## config.mk

```make
export PLATFORM = sky130hd
export DESIGN_NAME = regwrite_arbiter
export DESIGN_NICKNAME = d
export VERILOG_FILES = /design/src/rtl/regwrite_arbiter.sv
export SDC_FILE = /design/constraint.sdc
export NUM_CORES = 1
export LEC_CHECK = 0
export CORE_MARGIN = 8
export CORE_UTILIZATION = 49
export CTS_CLUSTER_DIAMETER = 80
export DETAILED_ROUTE_END_ITERATION = 8
export GPL_TIMING_DRIVEN = 0
export PLACE_DENSITY = 0.84
export SLEW_MARGIN = 20
export SYNTH_ARGS = -nofsm -noshare
export SYNTH_HDL_FRONTEND = slang
export SYNTH_SLANG_ARGS = --single-unit
```

## constraint.sdc

```tcl
create_clock -name CLK -period 3 [get_ports CLK]
set_input_delay 0.6 -clock CLK [delete_from_list [all_inputs] [get_ports CLK]]
set_output_delay 0.6 -clock CLK [all_outputs]
set_load 0.02 [all_outputs]
```

## src/rtl/regwrite_arbiter.sv

```systemverilog
// Register-file write-port arbiter: pipeline writer A has priority, secondary writer B is queued
// in a small FIFO and given a forced slot once it has lost STARVE_LIMIT times in a row.
// Optional store-to-load bypass from the FIFO is enabled by defining REGARB_FORWARD_EN.
module regwrite_arbiter #(
    parameter int unsigned FIFO_DEPTH   = 2,
    parameter int unsigned STARVE_LIMIT = 4
) (
    input  logic        CLK,
    input  logic        RST,
    input  logic        A_VALID,
    input  logic [3:0]  A_ADDR,
    input  logic [15:0] A_DATA,
    input  logic        B_VALID,
    input  logic [3:0]  B_ADDR,
    input  logic [15:0] B_DATA,
    output logic        B_READY,
    output logic        STALL,
    output logic        W_ON,
    output logic [3:0]  WADDR,
    output logic [15:0] DATA_OUT,
    output logic        ENDWRITE,
    output logic [3:0]  ENDREG
`ifdef REGARB_FORWARD_EN
    ,
    input  logic [3:0]  RADDR,
    output logic        BYP_HIT,
    output logic [15:0] BYP_DATA
`endif
);

    localparam int unsigned PtrW = (FIFO_DEPTH > 1) ? $clog2(FIFO_DEPTH) : 1;
    localparam int unsigned CntW = $clog2(FIFO_DEPTH) + 1;

    typedef enum logic {StNormal, StForce} state_e;

    state_e            state_q, state_d;
    logic [3:0]        starve_q, starve_d;
    logic [PtrW-1:0]   rd_ptr_q, rd_ptr_d;
    logic [PtrW-1:0]   wr_ptr_q, wr_ptr_d;
    logic [CntW-1:0]   count_q, count_d;
    logic [3:0]        fifo_addr_q [FIFO_DEPTH];
    logic [3:0]        fifo_addr_d [FIFO_DEPTH];
    logic [15:0]       fifo_data_q [FIFO_DEPTH];
    logic [15:0]       fifo_data_d [FIFO_DEPTH];
    logic              w_on_q, w_on_d;
    logic [3:0]        waddr_q, waddr_d;
    logic [15:0]       data_out_q, data_out_d;
    logic [3:0]        endreg_q, endreg_d;

    logic              fifo_empty;
    logic              b_ready;
    logic              push;
    logic              pop;
    logic              issue;
    logic [3:0]        iss_addr;
    logic [15:0]       iss_data;

    assign fifo_empty = (count_q == '0);
    assign b_ready    = (count_q != CntW'(FIFO_DEPTH));
    assign push       = B_VALID && b_ready;

    always_comb begin
        state_d     = state_q;
        starve_d    = starve_q;
        rd_ptr_d    = rd_ptr_q;
        wr_ptr_d    = wr_ptr_q;
        fifo_addr_d = fifo_addr_q;
        fifo_data_d = fifo_data_q;
        pop         = 1'b0;
        issue       = 1'b0;
        iss_addr    = '0;
        iss_data    = '0;

        unique case (state_q)
            StNormal: begin
                if (A_VALID) begin
                    issue    = 1'b1;
                    iss_addr = A_ADDR;
                    iss_data = A_DATA;
                    if (!fifo_empty) begin
                        starve_d = 4'(starve_q + 4'd1);
                        if (starve_d >= 4'(STARVE_LIMIT)) begin
                            state_d = StForce;
                        end
                    end else begin
                        starve_d = '0;
                    end
                end else begin
                    pop      = !fifo_empty;
                    starve_d = '0;
                end
            end
            StForce: begin
                // Any A request presented while stalled is dropped.
                pop      = !fifo_empty;
                starve_d = '0;
                state_d  = StNormal;
            end
            default: begin
                state_d  = StNormal;
                starve_d = '0;
            end
        endcase

        if (pop) begin
            issue    = 1'b1;
            iss_addr = fifo_addr_q[rd_ptr_q];
            iss_data = fifo_data_q[rd_ptr_q];
            rd_ptr_d = PtrW'(rd_ptr_q + 1'b1);
        end

        // Entry written here only becomes visible to pop through count_q next cycle.
        if (push) begin
            fifo_addr_d[wr_ptr_q] = B_ADDR;
            fifo_data_d[wr_ptr_q] = B_DATA;
            wr_ptr_d              = PtrW'(wr_ptr_q + 1'b1);
        end
    end

    always_comb begin
        count_d    = count_q + CntW'(push) - CntW'(pop);
        w_on_d     = issue;
        waddr_d    = issue ? iss_addr : 4'd0;
        data_out_d = issue ? iss_data : 16'd0;
        endreg_d   = issue ? iss_addr : endreg_q;
    end

    always_ff @(posedge CLK or posedge RST) begin
        if (RST) begin
            state_q    <= StNormal;
            starve_q   <= '0;
            rd_ptr_q   <= '0;
            wr_ptr_q   <= '0;
            count_q    <= '0;
            w_on_q     <= 1'b0;
            waddr_q    <= '0;
            data_out_q <= '0;
            endreg_q   <= '0;
            for (int i = 0; i < FIFO_DEPTH; i++) begin
                fifo_addr_q[i] <= '0;
                fifo_data_q[i] <= '0;
            end
        end else begin
            state_q     <= state_d;
            starve_q    <= starve_d;
            rd_ptr_q    <= rd_ptr_d;
            wr_ptr_q    <= wr_ptr_d;
            count_q     <= count_d;
            w_on_q      <= w_on_d;
            waddr_q     <= waddr_d;
            data_out_q  <= data_out_d;
            endreg_q    <= endreg_d;
            fifo_addr_q <= fifo_addr_d;
            fifo_data_q <= fifo_data_d;
        end
    end

    assign B_READY  = b_ready;
    assign STALL    = (state_q == StForce);
    assign W_ON     = w_on_q;
    assign WADDR    = waddr_q;
    assign DATA_OUT = data_out_q;
    assign ENDWRITE = w_on_q;
    assign ENDREG   = endreg_q;

`ifdef REGARB_FORWARD_EN
    logic [PtrW-1:0] byp_idx;

    // Scan oldest to youngest so the youngest matching entry wins.
    always_comb begin
        BYP_HIT  = 1'b0;
        BYP_DATA = '0;
        byp_idx  = '0;
        for (int i = 0; i < FIFO_DEPTH; i++) begin
            byp_idx = PtrW'(rd_ptr_q + PtrW'(i));
            if ((CntW'(i) < count_q) && (fifo_addr_q[byp_idx] == RADDR)) begin
                BYP_HIT  = 1'b1;
                BYP_DATA = fifo_data_q[byp_idx];
            end
        end
    end
`endif

endmodule
```

## After elaboration in Yosys (flattened, before gate mapping)

Cells that the tools add are included.

- Add/subtract/negate cells: 5
- $lt $le $gt $ge: 4
- Equality and inequality tests: 1
- Mux-type cells: 32
- Bitwise gates (word level): 3
- Reductions and logical operators: 4

Operators by type and width:

| cell | count |
|---|---|
| two-way mux 16 bit | 8 |
| two-way mux 4 bit | 10 |
| bitwise mux 32 bit | 1 |
| demux 16 bit (select 1 bit) | 1 |
| bitwise mux 8 bit | 1 |
| case mux 4 bit (2 select lines) | 1 |
| two-way mux 1 bit | 7 |
| adder 4 x 1 -> 4 bit, second input constant | 1 |
| demux 4 bit (select 1 bit) | 1 |
| >= comparator 2 bit, second input constant | 2 |
| >= comparator 4 x 3 -> 1 bit, second input constant | 1 |
| inverter 1 -> 2 bit | 2 |
| case mux 1 bit (2 select lines) | 2 |
| adder 1 bit, second input constant | 2 |
| adder 2 x 1 -> 2 bit | 1 |
| logical AND 1 bit | 2 |
| logical NOT 2 bit | 1 |
| < comparator 2 x 1 -> 1 bit, second input constant | 1 |
| != test 2 bit, second input constant | 1 |
| subtractor 2 x 1 -> 2 bit | 1 |
| logical NOT 1 bit | 1 |
| inverter 1 bit | 1 |

- Flip-flop bits (word level): 74
- Word-level logic and storage cells: 62

## Logic depth before layout (Yosys ltp)

Gate-level depths: netlist of run 1.

- Depth in word-level cells: 6
- Depth in mapped cells: 5
- Depth with buffers taken out: 5

## Worst setup path before layout of run 1

OpenSTA, ideal clock, no wires.

- Path kind: input -> register
- From: in A_VALID
- To: reg count_q[1]
- Arrival: 1.458 ns
- Data required time: 2.878 ns
- Path slack: 1.419 ns
- Cell stages on the path: 4
- Path buffers: 0
- Cell sequence: nor2b_4 > or4b_1 > and3_1 > xnor2_1

- Cells in the longest elaborated chain, start to end: 3

Ends and longest elaborated chain:

| element | line | text |
|---|---|---|
| start, declared | 10 | `input logic A_VALID,` |
| two-way mux 1 bit | 76 | `if (A_VALID) begin` |
| case mux 1 bit (2 select lines) | 74 | `unique case (state_q)` |
| subtractor 2 x 1 -> 2 bit | 121 | `count_d = count_q + CntW'(push) - CntW'(pop);` |
| via count_d[1] | 40 | `logic [CntW-1:0] count_q, count_d;` |
| end signal, assigned | 148 | `count_q <= count_d;` |
| end, declared | 40 |  |

The timed path passes the listed nets, and every way through them passes these cells.
A chain may end at the register's enable or synchronous reset.

## Worst setup path in the final report of run 1

- From: reg count_q[0]
- To: out B_READY

- Cells in the longest elaborated chain, start to end: 1

Ends and longest elaborated chain:

| element | line | text |
|---|---|---|
| != test 2 bit | 59 | `assign b_ready = (count_q != CntW'(FIFO_DEPTH));` |
| end, declared | 16 | `output logic B_READY,` |

No other way between the ends.

==> results.sh, run 1 <==
export IMPL_final_fill_count=452
export IMPL_grt_pass1_vias=2191
export IMPL_fin_crit_ns=2.14
export IMPL_dp_hpwl_um=4750
export IMPL_drt_iter0_drc=64
export IMPL_synth_top_cell_by_area="dfrtp_1"
export IMPL_hold_viol=0
export IMPL_layout_cells_non_filler=392
export IMPL_synth_top_flop_cell="dfrtp_1"
export IMPL_path_max_fanout=5
export IMPL_setup_viol=0
export IMPL_tns_ns=0
export IMPL_core_area_mm2=0.00596
export IMPL_fin_crit_sh_pct=71.5
export IMPL_rows=28
export IMPL_leakage_nw=1.79
export IMPL_root_buffer="clkbuf_8"
export IMPL_slew_headroom_pct=62.5
export IMPL_cts_tree="built"
export IMPL_ant_nets=0
export IMPL_vias=2023
export IMPL_fin_area_mm2=0.00405
export IMPL_synth_warnings=0
export IMPL_synthTopCellsByArea="dfrtp_1 (61%), mux2_2 (15%), mux2i_1 (6.6%), o21ai_0 (4.6%), nand2_1 (3.5%)"
export IMPL_wl_per_cell_um=16.9
export IMPL_drv_slew=0
export IMPL_async_flop_share_pct=100
export IMPL_io_pins=72
export IMPL_worst_skew_pair_late_latency_ns=0.33
export IMPL_fin_nets=359
export IMPL_synth_top_area_share_pct=61.1
export IMPL_antenna_found_initial=0
export IMPL_cts_setup_buffers=0
export IMPL_cts_sinks=74
export IMPL_final_cell_mix="dfrtp_1 (74), clkdlybuf4s50_1 (71), mux2_2 (40)"
export IMPL_post_cts_resized=0
export IMPL_htreeDepth=3
export IMPL_post_route_util_pct=68.0
export IMPL_tightest_slew_ns=0.562
export IMPL_syn_area_per_cell_um2=13.2
export IMPL_synth_cell_types=24
export IMPL_fmax_ghz=0.466
export IMPL_cp_end_kind="output port"
export IMPL_synth_fp_nets=276
export IMPL_required_ns=2.40
export IMPL_total_power_mw=4.01
export IMPL_port_buffers=71
export IMPL_synth_area_mm2=0.00303
export IMPL_cts_inserted_buffers=9
export IMPL_hold_buffers=0
export IMPL_routabilityCongestion=0.809
export IMPL_setup_ws_ns=0.855
export IMPL_arrival_ns=1.54
export IMPL_placed_cells=377
export IMPL_clk_path_buf_depth=2
export IMPL_start_util_pct=50.9
export IMPL_cp_start_kind="flop"
export IMPL_viasPerCell=5.16
export IMPL_rsz0062_at_grt="false"
export IMPL_setup_worst_path_class="flop to output port"
export IMPL_worst_hold_slack_ns=0.498
export IMPL_outcome="completed"
export IMPL_wirelength_um=6630
export IMPL_die_area_mm2=0.00895
export IMPL_clk_pin_slew_ns=0.07
export IMPL_grt_pass1_wl_um=10800
export IMPL_dpl_worst_slack_ns=0.765
export IMPL_firstDrtPassIters=4
export IMPL_track_usage_pct=15.8
export IMPL_diodes=0
export IMPL_area_growth_pct=33.8
export IMPL_die_height_um=94.6
export IMPL_synth_seq_cells=74
export IMPL_yosysSeqAreaShare_pct=61.1
export IMPL_placed_area_mm2=0.00386
export IMPL_cap_violations=0
export IMPL_fin_skew_ns=0.00768
export IMPL_drive_gt1_share_pct=22.7
export IMPL_die_w_um=94.6
export IMPL_min_path_type="flop to flop"
export IMPL_synth_enable_flop_cells=0
export IMPL_drc=0
export IMPL_grt_max_degree=49
export IMPL_grt_overflow=0
export IMPL_pwr_density_cell_mw_per_mm2=989
export IMPL_syn_inst=230
export IMPL_max_vdd_ir_drop_v=0.000540
export IMPL_layout_commonest_cell="dfrtp_1"
final cells by class:
type | count | area [um2] | area share [%]
Buffer | 13 | 82.6 | 2.04
Clock buffer | 13 | 179 | 4.41
Clock inverter | 2 | 10.0 | 0.247
Inverter | 1 | 6.26 | 0.154
Multi-Input combinational cell | 142 | 1090 | 26.9
Sequential cell | 74 | 1850 | 45.7
Tap cell | 75 | 93.8 | 2.32
Timing Repair Buffer | 72 | 738 | 18.2
synth_stat cells, drive strengths merged (2+ instances only):
| master | number |
|---|---|
| dfrtp | 74 |
| mux2 | 40 |
| nand2 | 28 |
| o21ai | 28 |
| mux2i | 20 |
| buf | 10 |
| nor2 | 4 |
| xnor2 | 4 |
| clkbuf | 3 |
| nand3 | 3 |
| xor2 | 3 |
| and3 | 2 |
| ha | 2 |
| nand2b | 2 |
| or2 | 2 |
flip-flops by register name, indices dropped and copies added (netlist names):
| register | count |
|---|---|
| count_q | 2 |
| ENDWRITE | 1 |
| STALL | 1 |
| ENDREG | 4 |
| starve_q | 4 |
| WADDR | 4 |
| DATA_OUT | 16 |
| rd_ptr_q | 1 |
| fifo_data_q | 32 |
| wr_ptr_q | 1 |
| fifo_addr_q | 8 |
cells by family (layout without fill, tap and decap cells):
logic type,Yosys count,in the layout,synth area share (%)
flip-flops,74,74,61.1
multiplexers,60,60,21.5
AND/OR/NAND/NOR,43,43,6.57
AO/OA/AOI/OAI,30,30,5.12
buffers and inverters,14,101,2.85
XOR/XNOR,7,7,2.02
adder cells (fa/ha/maj),2,2,0.826
critical path: stages, from the launching register on:
cell and delay [ns]:
dfrtp_1 0.40, nand2b_1 0.19, clkdlybuf4s50_1 0.63
per-layer routing:
metal / global-route usage (%) / wire length, um / up-vias / share of wire (%)
met5: 0 / 0 / - / 0
met2: 25.7 / 3220 / 67 / 49
met1: 18.6 / 2750 / 987 / 41
li1: - / - / 959 / -
met3: 5.08 / 540 / 10 / 8.1
met4: 7.54 / 121 / 0 / 1.8
final timing paths:
check                       startpoint           end  slack (ns)  cells past startpoint
min                        starve_q[0]   starve_q[0]        0.50                      1
min reg2reg                starve_q[0]   starve_q[0]        0.50                      1
min in group asynchronous          RST  DATA_OUT[12]        0.61                      2
max reg2reg                      STALL   DATA_OUT[7]        1.44                      5
max                         count_q[0]       B_READY        0.86                      2
max in group asynchronous          RST   starve_q[1]        1.85                      3
power by group:
part	total, mW	leakage, nW	internal, mW	switching [mW]
combinational	1.62	0.798	0.864	0.754
clock	0.720	0.101	0.384	0.336
sequential	1.67	0.890	1.45	0.219
Note: power is estimated with default switching activity, not from simulation.
==> run 2, diff against run 1 <==
clock period = 2 ns   (was 3 ns; I/O delays follow)
==> run 2 against run 1 <==
Net effect: wire length shrank 0.20%; clock-buffer cell count shrank 2; non-clock buffer count grew 1; sequential share of layout area shrank 0.60 points.
==> results.sh, run 2 (synthesized netlist as in run 1, its figures left out) <==
export IMPL_outcome="completed"
export IMPL_vias=2028
export IMPL_path_max_fanout=2
export IMPL_diodes=0
export IMPL_htreeDepth=3
export IMPL_fmax_ghz=0.561
export IMPL_slew_headroom_pct=63.0
export IMPL_regMostFlops="fifo_data_q"
export IMPL_leakage_nw=1.81
export IMPL_hold_buffers=0
export IMPL_fin_nets=360
export IMPL_hold_viol=0
export IMPL_rows=28
export IMPL_setup_ws_ns=0.217
export IMPL_wirelength_um=6620
export IMPL_grt_max_degree=31
export IMPL_tns_ns=0
export IMPL_largest_register_ffs=32
export IMPL_clk_path_buf_depth=2
export IMPL_cp_start_kind="flop"
export IMPL_grt_pass1_vias=2252
export IMPL_worst_skew_pair_late_latency_ns=0.34
export IMPL_rrSetupSlack_ns=0.38
export IMPL_r2r_start="STALL"
export IMPL_tightest_slew_ns=0.555
export IMPL_max_vdd_ir_drop_v=0.000891
export IMPL_layout_commonest_cell="dfrtp_1"
export IMPL_track_usage_pct=15.9
export IMPL_drv_slew=0
export IMPL_final_cell_mix="dfrtp_1 (74), clkdlybuf4s50_1 (70), mux2_2 (40)"
export IMPL_placed_cells=378
export IMPL_start_util_pct=50.9
export IMPL_drive_gt1_share_pct=22.9
export IMPL_grt_overflow=0
export IMPL_area_growth_pct=35.6
export IMPL_cts_tree="built"
export IMPL_layout_cells_non_filler=394
export IMPL_min_path_type="primary input to asynchronous set/reset pin"
export IMPL_firstDrtPassIters=4
export IMPL_fin_crit_sh_pct=89.2
export IMPL_arrival_ns=1.38
export IMPL_setup_viol=0
export IMPL_wl_per_cell_um=16.8
export IMPL_fin_skew_ns=0.0116
export IMPL_rsz0062_at_grt="false"
export IMPL_die_w_um=94.6
export IMPL_root_buffer="clkbuf_8"
export IMPL_switching_power_mw=1.98
export IMPL_drc=0
export IMPL_setup_worst_path_class="flop to output port"
export IMPL_final_fill_count=433
export IMPL_internal_power_mw=4.20
export IMPL_grt_pass1_wl_um=11000
export IMPL_combPwrFrac_pct=39.2
export IMPL_cts_setup_buffers=0
export IMPL_dpl_worst_slack_ns=-0.0676
export IMPL_fin_crit_ns=1.78
export IMPL_cap_violations=0
export IMPL_cp_end_kind="output port"
export IMPL_r2r_cells=5
export IMPL_ant_nets=0
export IMPL_routabilityCongestion=0.752
export IMPL_drt_iter0_drc=67
export IMPL_cts_sinks=74
export IMPL_cts_inserted_buffers=9
export IMPL_core_area_mm2=0.00596
export IMPL_dp_hpwl_um=4810
export IMPL_power_share_clock_pct=20.4
export IMPL_clk_pin_slew_ns=0.07
export IMPL_sw_frac_of_total_pct=32.1
export IMPL_required_ns=1.60
export IMPL_viasPerCell=5.15
export IMPL_io_pins=72
export IMPL_p_seq_share_pct=40.4
export IMPL_port_buffers=71
export IMPL_antenna_found_initial=0
export IMPL_die_height_um=94.6
export IMPL_die_area_mm2=0.00895
export IMPL_rr_endpoint="DATA_OUT[6]"
export IMPL_pwr_density_cell_mw_per_mm2=1510
run 2: through the flow:
step / cell area, um2 / utilization [%] / power (mW) / hold slack (ns)
after CTS: 4100 / 68.9 / 6.26 / 0.458
after floorplan: 3030 / - / 4.06 / 0.450
after global routing: 4110 / 68.9 / 6.56 / 0.497
after global placement: 3840 / 64.4 / 4.86 / 0.475
after detailed placement: 3880 / 65.2 / 4.99 / 0.482
final: 4110 / 68.9 / 6.19 / 0.456
run 2: metal layers:
layer  wire (um)  vias to the layer above  track usage [%]
met3         371                        8             3.81
met1        2900                     1000             19.2
met2        3220                       56             25.7
met5           0                        -                0
met4         124                        0             8.97
li1            -                      964                -
run 2: area by class of cell:
type / instances / area [um2] / share of cell area (%)
flip-flops and latches: 74 / 1850 / 45.1
multi-input cells: 142 / 1090 / 26.6
repair buffers: 73 / 761 / 18.5
clock buffers: 11 / 141 / 3.44
well taps: 75 / 93.8 / 2.29
plain buffers: 13 / 82.6 / 2.01
clock inverters: 5 / 77.6 / 1.89
inverters: 1 / 7.51 / 0.183
run 2: power groups by stage:
stage | Sequential, mW | Combinational, mW | Clock (mW)
2_1_floorplan | 2.71 | 1.35 | 0
3_3_place_gp | 2.49 | 2.37 | 0
3_5_place_dp | 2.53 | 2.46 | 0
4_1_cts | 2.51 | 2.47 | 1.29
5_1_grt | 2.58 | 2.63 | 1.35
6_report | 2.50 | 2.43 | 1.26
run 2: what timing repair did:
action | CTS | global route
setup endpoints to repair | 0 | 1
resized for setup | 0 | 1
hold endpoints to repair | 0 | 0
run 2: worst max path at each step:
stage	from	end	slack, ns	cells past startpoint
final	ENDWRITE	W_ON	0.22	2
after global routing	ENDWRITE	W_ON	0.14	2
after CTS	count_q[0]	B_READY	0.04	2
after detailed placement	A_VALID	DATA_OUT[6]	-0.07	6
after global placement	RST	DATA_OUT[7]	-0.08	2
after floorplan	count_q[0]	fifo_addr_q[4]	0.47	5
run 2: critical path, stage by stage (launching register included):
cell,delay [ns]
dfrtp_1,0.35
buf_4,0.11
clkdlybuf4s50_1,0.59
==> run 3, diff against run 2 <==
ABC_AREA = 1   (was unset)
CORE_UTILIZATION = 50   (was 49)
==> run 3 against run 2 <==
Net effect: cell area grew 4.3%; clock-buffer cell count grew 1; flip-flop and latch count is the same; via count grew 32%; critical path type unchanged; largest power group is now combinational logic.
==> results.sh, run 3 <==
export IMPL_slew_headroom_pct=68.1
export IMPL_arrival_ns=1.39
export IMPL_viasPerCell=4.82
export IMPL_synth_fp_nets=437
export IMPL_fin_skew_ns=0.00810
export IMPL_max_vdd_ir_drop_v=0.000680
export IMPL_setup_ws_ns=0.209
export IMPL_diodes=0
export IMPL_port_buffers=71
export IMPL_path_max_fanout=2
export IMPL_die_height_um=95.9
export IMPL_cts_tree="built"
export IMPL_tightest_slew_ns=0.479
export IMPL_synth_top_area_share_pct=58.0
export IMPL_grt_max_degree=33
export IMPL_cap_violations=0
export IMPL_synth_seq_cells=74
export IMPL_largest_register_ffs=32
export IMPL_fin_crit_ns=1.79
export IMPL_htreeDepth=3
export IMPL_syn_inst=391
export IMPL_outcome="completed"
export IMPL_track_usage_pct=18.6
export IMPL_drv_slew=0
export IMPL_synthTopCellsByArea="dfrtp_1 (58%), nand2_1 (30%), buf_6 (1.8%), nand3_1 (1.7%), inv_1 (1.6%)"
export IMPL_wirelength_um=7970
export IMPL_start_util_pct=50.8
export IMPL_tns_ns=0
export IMPL_wl_per_cell_um=14.3
export IMPL_synth_cell_types=18
export IMPL_synth_enable_flop_cells=0
export IMPL_grt_pass1_wl_um=13000
export IMPL_antenna_found_initial=0
export IMPL_async_flop_share_pct=100
export IMPL_fmax_ghz=0.558
export IMPL_grt_overflow=0
export IMPL_cts_inserted_buffers=9
export IMPL_seqCellArea_mm2=0.00185
export IMPL_fin_nets=521
export IMPL_layout_commonest_cell="nand2_1"
export IMPL_required_ns=1.60
export IMPL_firstDrtPassIters=4
export IMPL_worst_skew_pair_late_latency_ns=0.35
export IMPL_die_w_um=95.9
export IMPL_setup_viol=0
export IMPL_syn_area_per_cell_um2=8.16
export IMPL_ant_nets=0
export IMPL_pwr_density_cell_mw_per_mm2=1470
export IMPL_synth_area_mm2=0.00319
export IMPL_vias=2682
export IMPL_grt_pass1_vias=2675
export IMPL_synth_warnings=0
export IMPL_synth_top_flop_cell="dfrtp_1"
export IMPL_clk_pin_slew_ns=0.08
export IMPL_dp_hpwl_um=5830
export IMPL_cts_sinks=74
export IMPL_cp_end_kind="output port"
export IMPL_io_pins=72
export IMPL_core_area_mm2=0.00628
export IMPL_fin_area_mm2=0.00428
export IMPL_regMostFlops="fifo_data_q"
export IMPL_final_cell_mix="nand2_1 (258), dfrtp_1 (74), clkdlybuf4s50_1 (70)"
export IMPL_root_buffer="clkbuf_8"
export IMPL_drive_gt1_share_pct=8.96
export IMPL_setup_worst_path_class="flop to output port"
export IMPL_clk_path_buf_depth=2
export IMPL_final_fill_count=490
export IMPL_drc=0
export IMPL_multi_input_area_mm2=0.00116
export IMPL_routabilityCongestion=0.806
export IMPL_min_path_type="primary input to asynchronous set/reset pin"
export IMPL_yosysSeqAreaShare_pct=58.0
export IMPL_cp_start_kind="flop"
export IMPL_rsz0062_at_grt="false"
export IMPL_hold_viol=0
export IMPL_synth_top_cell_by_area="dfrtp_1"
export IMPL_dpl_worst_slack_ns=0.00772
export IMPL_fin_crit_sh_pct=89.6
export IMPL_post_route_util_pct=68.2
export IMPL_placed_area_mm2=0.00404
export IMPL_yosysMostFrequentCell="nand2_1"
export IMPL_die_area_mm2=0.00919
export IMPL_leakage_nw=2.30
export IMPL_synth_commonest_cells="nand2_1 (258), dfrtp_1 (74), inv_1 (14)"
export IMPL_total_power_mw=6.30
export IMPL_rows=29
export IMPL_area_growth_pct=34.2
export IMPL_drt_iter0_drc=140
-- run 3: changes by cell type after synthesis, moves of 3 or more --
cell and delta:
buf_2 +3, buf_6 +3, inv_1 +13, mux2_2 -40, mux2i_1 -20, nand2_1 +230, nand3_1 +8, nor2_4 +4
o21ai_0 -28, xnor2_1 -4
-- run 3: repair_timing --
| item | in CTS | in global routing |
|---|---|---|
| setup buffers | 0 | 0 |
| resized for setup | 0 | 1 |
| endpoints found under the setup margin | 0 | 1 |
| hold buffers | 0 | 0 |
| hold endpoints to repair | 0 | 0 |
-- run 3: cell families after synthesis --
family / Yosys count / share of synthesized area (%)
AND/OR/NAND/NOR: 280 / 34.8
flip-flops: 74 / 58.0
buffers and inverters: 32 / 5.49
XOR/XNOR: 2 / 0.549
adder cells (fa/ha/maj): 2 / 0.784
AO/OA/AOI/OAI: 1 / 0.353
-- run 3: report_power, final --
| part | switching, mW | internal [mW] | leakage [nW] |
|---|---|---|---|
| logic | 1.50 | 1.01 | 1.26 |
| registers | 0.338 | 2.11 | 0.922 |
| clock network | 0.542 | 0.802 | 0.119 |
| total | 2.38 | 3.92 | 2.30 |
-- run 3: final cells by class --
cell class	instances	share of cell area [%]
flip-flops and latches	74	43.2
multi-input cells	285	27.2
repair buffers	73	17.6
clock buffers	12	3.86
plain buffers	17	2.78
well taps	77	2.25
clock inverters	4	1.69
inverters	15	1.40
-- run 3: final timing paths --
path	from	end	slack [ns]	depth (start not counted)
setup reg to reg	count_q[1]	count_q[1]	0.37	11
setup / recovery	ENDWRITE	W_ON	0.21	2
max in group asynchronous	RST	fifo_data_q[20]	0.96	4
min in group CLK	fifo_data_q[1]	fifo_data_q[1]	0.47	2
hold reg to reg	fifo_data_q[1]	fifo_data_q[1]	0.47	2
hold / removal	RST	starve_q[2]	0.36	2
-- run 3: metrics by stage --
stage | instances | hold slack, ns
after floorplan | 391 | 0.442
after global placement | 539 | 0.453
after detailed placement | 541 | 0.458
after CTS | 557 | 0.363
after global routing | 557 | 0.360
final | 557 | 0.356
-- run 3: routing by layer --
| metal | wire (um) | global-route usage [%] | share of wire, % | vias up |
|---|---|---|---|---|
| met5 | 0 | 0 | 0 | - |
| met4 | 145 | 6.66 | 1.8 | 0 |
| met3 | 475 | 5.15 | 6.0 | 12 |
| met2 | 4110 | 30.7 | 52 | 76 |
| met1 | 3240 | 22.8 | 41 | 1260 |
| li1 | - | - | - | 1334 |
-- run 3: worst max-delay path, stage by stage, from the launching register on --
cell and delay (ns):
dfrtp_1 0.35, buf_4 0.11, clkdlybuf4s50_1 0.59
